===== src/rtl/dmac_pkg.sv =====
`default_nettype none
// ============================================================================
// Module      : dmac_pkg
// Description : Shared definitions for the DMAC slave register block:
//               register addresses, FSM state encoding, queue geometry.
// Revision    : 1.0 - initial release
// ============================================================================
package dmac_pkg;

  localparam int FIFO_DEPTH = 4;   // descriptor queue depth (only 4 supported)
  localparam int DESC_W     = 24;  // {SRC, DEST, SIZE}
  localparam int PTR_W      = 2;   // queue pointer width, wraps modulo 4
  localparam int CNT_W      = 3;   // queue occupancy 0..4

  localparam logic [2:0] ADDR_INTR_EN = 3'd0;
  localparam logic [2:0] ADDR_INTR    = 3'd1;
  localparam logic [2:0] ADDR_SRC     = 3'd2;
  localparam logic [2:0] ADDR_DEST    = 3'd3;
  localparam logic [2:0] ADDR_SIZE    = 3'd4;
  localparam logic [2:0] ADDR_PUSH    = 3'd5;
  localparam logic [2:0] ADDR_STATUS  = 3'd6;
  localparam logic [2:0] ADDR_START   = 3'd7;

  typedef enum logic [1:0] {
    ST_IDLE  = 2'b00,
    ST_ISSUE = 2'b01,
    ST_WAIT  = 2'b10
  } state_t;

endpackage
`default_nettype wire


===== src/rtl/dmac_desc_fifo.sv =====
`default_nettype none
// ============================================================================
// Module      : dmac_desc_fifo
// Description : Synchronous descriptor FIFO (4 x 24). Head word is presented
//               on dout, forced to zero while empty.
// Ports       : clk, reset (sync, active-high)
//               push, din     - write side, ignored when full
//               pop           - advance head, ignored when empty
//               dout          - head descriptor
//               count, full, empty - occupancy
// Revision    : 1.0 - initial release
// ============================================================================
module dmac_desc_fifo
  import dmac_pkg::*;
#(
  parameter int DEPTH = FIFO_DEPTH,
  parameter int WIDTH = DESC_W
) (
  input  logic             clk,
  input  logic             reset,
  input  logic             push,
  input  logic             pop,
  input  logic [WIDTH-1:0] din,
  output logic [WIDTH-1:0] dout,
  output logic [CNT_W-1:0] count,
  output logic             full,
  output logic             empty
);

  logic [WIDTH-1:0] mem [DEPTH];
  logic [PTR_W-1:0] wr_ptr;
  logic [PTR_W-1:0] rd_ptr;
  logic             do_push;
  logic             do_pop;

  assign full    = (count == CNT_W'(DEPTH));
  assign empty   = (count == '0);
  assign do_push = push & ~full;
  assign do_pop  = pop & ~empty;
  assign dout    = empty ? '0 : mem[rd_ptr];

  always_ff @(posedge clk) begin
    if (reset) begin
      wr_ptr <= '0;
      rd_ptr <= '0;
      count  <= '0;
      for (int i = 0; i < DEPTH; i++) begin
        mem[i] <= '0;
      end
    end else begin
      if (do_push) begin
        mem[wr_ptr] <= din;
        wr_ptr      <= wr_ptr + 1'b1;  // natural wrap modulo 4
      end
      if (do_pop) begin
        rd_ptr <= rd_ptr + 1'b1;
      end
      case ({do_push, do_pop})
        2'b10:   count <= count + 1'b1;
        2'b01:   count <= count - 1'b1;
        default: count <= count;
      endcase
    end
  end

endmodule
`default_nettype wire


===== src/rtl/dmac_slave_regs.sv =====
`default_nettype none
// ============================================================================
// Module      : dmac_slave_regs
// Description : DMAC slave-side register file, write decode, descriptor
//               queue and issue FSM (IDLE -> ISSUE -> WAIT).
// Ports       : clk, reset (sync, active-high)
//               S_sel, S_wr, S_addr, S_din - bus slave write port
//               reg0_out..reg7_out          - register images for read mux
//               desc_valid/desc_ready/desc_data - descriptor offer to master
//               op_done                     - completion pulse from master
//               irq                         - INTR & INTR_EN
// Revision    : 1.0 - initial release
// ============================================================================
module dmac_slave_regs #(
  parameter int FIFO_DEPTH = 4,
  parameter int DESC_W     = 24
) (
  input  logic              clk,
  input  logic              reset,
  input  logic              S_sel,
  input  logic              S_wr,
  input  logic [2:0]        S_addr,
  input  logic [7:0]        S_din,
  output logic [7:0]        reg0_out,
  output logic [7:0]        reg1_out,
  output logic [7:0]        reg2_out,
  output logic [7:0]        reg3_out,
  output logic [7:0]        reg4_out,
  output logic [7:0]        reg5_out,
  output logic [7:0]        reg6_out,
  output logic [7:0]        reg7_out,
  output logic              desc_valid,
  input  logic              desc_ready,
  output logic [DESC_W-1:0] desc_data,
  input  logic              op_done,
  output logic              irq
);
  import dmac_pkg::*;

  state_t            state;
  logic              intr_en;
  logic              intr;
  logic              ovf;
  logic [7:0]        src;
  logic [7:0]        dest;
  logic [7:0]        size;

  logic [CNT_W-1:0]  q_count;
  logic              q_full;
  logic              q_empty;
  logic [DESC_W-1:0] q_dout;

  logic              wr_en;
  logic              push_req;
  logic              fifo_push;
  logic              fifo_pop;
  logic              start_ok;
  logic              intr_set;
  logic              ovf_set;

  assign wr_en     = S_sel & S_wr;
  assign push_req  = wr_en & (S_addr == ADDR_PUSH) & S_din[0];
  // Pushes are only honoured while idle, so the head never moves under an offer.
  assign fifo_push = push_req & (state == ST_IDLE) & ~q_full;
  assign ovf_set   = push_req & (state == ST_IDLE) & q_full;
  assign start_ok  = wr_en & (S_addr == ADDR_START) & S_din[0]
                     & (state == ST_IDLE) & ~q_empty;
  assign fifo_pop  = (state == ST_ISSUE) & desc_ready;
  assign intr_set  = (state == ST_WAIT) & op_done & q_empty;

  dmac_desc_fifo #(
    .DEPTH (FIFO_DEPTH),
    .WIDTH (DESC_W)
  ) u_fifo (
    .clk   (clk),
    .reset (reset),
    .push  (fifo_push),
    .pop   (fifo_pop),
    .din   ({src, dest, size}),
    .dout  (q_dout),
    .count (q_count),
    .full  (q_full),
    .empty (q_empty)
  );

  always_ff @(posedge clk) begin
    if (reset) begin
      state   <= ST_IDLE;
      intr_en <= 1'b0;
      intr    <= 1'b0;
      ovf     <= 1'b0;
      src     <= 8'h00;
      dest    <= 8'h00;
      size    <= 8'h00;
    end else begin
      if (wr_en) begin
        case (S_addr)
          ADDR_INTR_EN: intr_en <= S_din[0];
          ADDR_SRC:     src     <= S_din;
          ADDR_DEST:    dest    <= S_din;
          ADDR_SIZE:    size    <= S_din;
          default:      ;
        endcase
      end

      // Hardware set beats a coincident software clear for both sticky bits.
      if (intr_set) begin
        intr <= 1'b1;
      end else if (wr_en && (S_addr == ADDR_INTR) && !S_din[0]) begin
        intr <= 1'b0;
      end

      if (ovf_set) begin
        ovf <= 1'b1;
      end else if (wr_en && (S_addr == ADDR_STATUS) && S_din[1]) begin
        ovf <= 1'b0;
      end

      case (state)
        ST_IDLE:  if (start_ok) state <= ST_ISSUE;
        ST_ISSUE: if (desc_ready) state <= ST_WAIT;
        // Count already reflects the pop done when entering WAIT.
        ST_WAIT:  if (op_done) state <= q_empty ? ST_IDLE : ST_ISSUE;
        default:  state <= ST_IDLE;
      endcase
    end
  end

  assign desc_valid = (state == ST_ISSUE);
  assign desc_data  = q_dout;
  assign irq        = intr & intr_en;

  assign reg0_out = {7'b0, intr_en};
  assign reg1_out = {7'b0, intr};
  assign reg2_out = src;
  assign reg3_out = dest;
  assign reg4_out = size;
  assign reg5_out = 8'h00;
  assign reg6_out = {3'b000, q_count, ovf, (state != ST_IDLE)};
  assign reg7_out = 8'h00;

endmodule
`default_nettype wire


===== config.mk =====
export PLATFORM = sky130hd
export DESIGN_NAME = dmac_slave_regs
export DESIGN_NICKNAME = d
export VERILOG_FILES = /design/src/rtl/dmac_pkg.sv /design/src/rtl/dmac_desc_fifo.sv /design/src/rtl/dmac_slave_regs.sv
export SDC_FILE = /design/constraint.sdc
export NUM_CORES = 1
export LEC_CHECK = 0
export BUFFER_PORTS_ARGS = -buffer_cell sky130_fd_sc_hd__buf_2
export CELL_PAD_IN_SITES_DETAIL_PLACEMENT = 0
export CELL_PAD_IN_SITES_GLOBAL_PLACEMENT = 1
export CORE_AREA = 3 3 117 119
export CTS_CLUSTER_DIAMETER = 60
export CTS_CLUSTER_SIZE = 10
export DETAILED_ROUTE_END_ITERATION = 10
export DIE_AREA = 0 0 120 122
export HOLD_SLACK_MARGIN = 0.15
export PLACE_DENSITY = 0.83
export REMOVE_ABC_BUFFERS = 1
export SYNTH_ARGS = -nofsm -noshare
export SYNTH_HDL_FRONTEND = slang
export SYNTH_SLANG_ARGS = --single-unit

===== constraint.sdc =====
create_clock -name clk -period 8.6 [get_ports clk]
set_input_delay 0 -clock clk [delete_from_list [all_inputs] [get_ports clk]]
set_output_delay 0 -clock clk [all_outputs]
set_load 0.01 [all_outputs]

==> impl_metrics.csv <==
group,metric,value,unit
run_status,status,"completed",
synth,synthCells,524,
final_layout,fill_cells,1059,
power,ir_drop,0.1015,mV
sta,tns,0,ns
routing,first_iter_violations,401,
grt,overflow,0,
setup_path,critPathBufInv,1,
run,max-cap-violations,0,
synth,synth-seq-cells,134,
sta,layout_setup_ws,5.729,ns
clock_tree,clock_sink_count,134,
grt,antenna_found_initial,0,
grt,track_usage,21.44,%
sta,hold_violations,0,
setup_path,max_stage_delay,0.53,ns
grt,grt_pass1_wl,23330,um
floorplan,die_w,120,um
clock_tree,cts_resized,0,
synth,yosys.area.top_type,"edfxtp_1",
sta,rsz0062_at_grt,"no",
clock_tree,cts_root_buf,"clkbuf_16",
synth,yosysWarnings,0,
routing,vias,4284,
setup_path,worstPathRequired,8.95,ns
floorplan,die_h,122,um
setup_path,worst-setup-path-type,"register to register",
routing,wl_met3,1127,um
floorplan,io_pins,107,
setup_path,cp-end-kind,"register",
synth,synthTopCellsByArea,"edfxtp_1 47%, dfxtp_1 12%, mux4_2 8.8%",
place,numPortBuffers,73,
final_layout,area.growth.synth_to_final,19.03,%
place,dpl_worst_slack,5.777,ns
power,power.leakage,0.002657,uW
synth,synth.distinct_cells,39,
min_path,min_path_type,"input port to register",
setup_path,regToRegEndpoint,"u_fifo.count[2]",
synth,synthArstFlopShare,0,%
final_layout,multi_input_area,2200,um^2
clock_tree,clock_latency,0.42,ns
clock_tree,cts_buffer_depth,2,
setup_path,slowest_stage,"nand3_2",
floorplan,dieArea,14640,um^2
clock_tree,numCtsBuffers,17,
final_layout,seq_area,3643,um^2
floorplan,start_util,48.37,%
final_layout,final_area,7295,um^2
routing,drc_errors,0,
sta,timing_worst_slew_pin_value,1.193,ns
clock_tree,path_clk_slew,0.06,ns
grt,grt_max_degree,43,
setup_path,rr_worst_depth,8,
sta,slew_headroom,20.34,%
routing,detail-route-antenna-nets,0,
min_path,min_to,"reg4_out[3]",
routing,dr_wl_met2,7380,um
routing,wl_per_cell,19.08,um
setup_path,crit_chain,"or3b_1, nand3_2, ha_1, inv_1, fa_1, xor2_1, or3_1, a21oi_1",
grt,first_global_vias,4183,
routing,dr.pass1.iters,5,
synth,synth_top_area_share,47.04,%
setup_path,reg2reg_slack,5.73,ns
routing,wl,15070,um
power,powerDensity,209.9,nW/um^2
place,dp_hpwl,9717,um
sta,drv_slew,0,
routing,top_layer,"met4",
synth,syn_avg_cell_area,11.70,um^2
final_layout,drive_gt1_share,23.14,%
sta,setup_viol,0,
sta,fmax,348.3,MHz
synth,ys_seq_area_share,59.45,%
routing,wl_met1,6257,um
floorplan,coreArea,12670,um^2
clock_tree,htreeDepth,4,
min_path,min_from,"S_sel",
setup_path,start_kind,"register",
setup_path,crit_path_max_fanout,28,
synth,synth_flop_cell,"edfxtp_1",
setup_path,crit_arrival,3.22,ns
sta,period_share,33.39,%
routing,viasPerCell,5.423,
final_layout,antenna_cells,0,
final_layout,finalNetCount,624,
floorplan,rows,41,
sta,finalCriticalPeriod,2.871,ns
setup_path,cpLargestDelayFamily,"simple AND/OR/NAND/NOR gates",
clock_tree,post-cts-setup-buffers,0,
place,globalplace.congestion,0.8000,
min_path,min_path_cells,4,
place,place_area,6491,um^2
clock_tree,cts_tree,"yes",
synth,syn_area,6128,um^2
sta,finClkSkew,0.008180,ns
sta,hold_ws,0.2010,ns
setup_path,r2r_start,"u_fifo.count[2]",
synth,synth_edf_count,96,
[layout by cell type, fill, tap and decap left out, types with 19 or more instances in the layout]
cell type      instances
dfxtp_1               38
conb_1                33
nand2_1               31
a21oi_1               34
nor2_1                81
mux4_2                24
edfxtp_1              96
and2_1                26
buf_2                 73
o21ai_0               28
nor2b_1               31
nand3_1               25
dlygate4sd3_1         19
[kinds of logic (layout without fill, tap and decap cells)]
kind of cell | count (synthesis) | after routing | share of synthesized area [%]
adder cells (fa/ha/maj) | 2 | 2 | 0.5308
flip-flops | 134 | 134 | 59.45
multiplexers | 26 | 26 | 9.187
buffers and inverters | 74 | 136 | 6.982
AO/OA/AOI/OAI | 67 | 67 | 5.655
other | 1 | 33 | 0.06119
XOR/XNOR | 2 | 2 | 0.2859
AND/OR/NAND/NOR | 218 | 218 | 17.84
[registers in the layout (all words and copies together) (netlist names), named ones only]
register       cells
u_fifo.mem        96
reg3_out           8
ovf                1
intr               1
intr_en            1
reg2_out           8
u_fifo.count       3
u_fifo.wr_ptr      2
state              2
u_fifo.rd_ptr      2
reg4_out           8
[Yosys cell counts, types with 2 or more instances]
master     n
a21oi_1   34
and2_1    26
and4_1     2
buf_1      3
buf_2     10
buf_4     36
clkbuf_1  17
clkbuf_2   2
dfxtp_1   38
edfxtp_1  96
inv_1      5
mux2_2     2
mux4_2    24
nand2_1   31
nand3_1   25
nand3b_1   3
nand4_1    3
nor2_1    81
nor2b_1   31
nor3_1     2
o21ai_0   29
o31ai_1    3
or2_2      2
or3_1      2
or4_1      2
xor2_1     2
[worst max-delay path by stage]
stage	slack (ns)	endpoint	cells past startpoint	startpoint
floorplan	5.06	u_fifo.mem[0][0]	3	state[1]
global placement	5.91	u_fifo.count[2]	8	u_fifo.count[2]
detailed placement	5.78	u_fifo.count[2]	8	u_fifo.count[2]
CTS	5.74	u_fifo.count[2]	8	u_fifo.count[2]
global route	5.55	u_fifo.count[1]	8	state[1]
finish	5.73	u_fifo.count[2]	8	u_fifo.count[2]
[layer usage]
layer,global-route usage (%),vias up
met5,0,-
met4,8.304,0
met3,5.850,27
met2,35.30,197
met1,27.19,2105
li1,-,1955
[final cells by class]
| type | count | share of cell area, % |
|---|---|---|
| Multi-Input combinational cell | 348 | 30.15 |
| Sequential cell | 134 | 49.95 |
| Timing Repair Buffer | 98 | 8.233 |
| Inverter | 6 | 0.3087 |
| Tap cell | 172 | 2.950 |
| Clock inverter | 14 | 2.521 |
| Clock buffer | 18 | 5.883 |
[through the flow]
| step | utilization (%) | total power, uW | instances |
|---|---|---|---|
| finish | 57.57 | 1531 | 790 |
| global route | 57.57 | 1571 | 790 |
| CTS | 57.57 | 1533 | 790 |
| detailed placement | 51.23 | 785.1 | 739 |
| global placement | 51.23 | 782.1 | 739 |
| floorplan | - | 757.1 | 488 |
[where the power goes]
part / leakage (uW) / total, uW / switching, uW / internal (uW)
combinational: 0.00106 / 63.9 / 43.7 / 20.2
sequential: 0.00130 / 715 / 7.12 / 708
clock: 0.000295 / 752 / 271 / 482
[what timing repair did]
item | in CTS | in global routing
hold buffers | 19 | 0
hold endpoints to repair | 35 | 0
endpoints found under the setup margin | 0 | 0
[worst reg2reg max path, cell delays in order (launching register included)]
cell and delay (ns):
dfxtp_1 0.40, or3b_1 0.47, nand3_2 0.53, ha_1 0.33, inv_1 0.07, fa_1 0.37, xor2_1 0.16, or3_1 0.31
a21oi_1 0.15
Power figures use the tool's default switching activity.
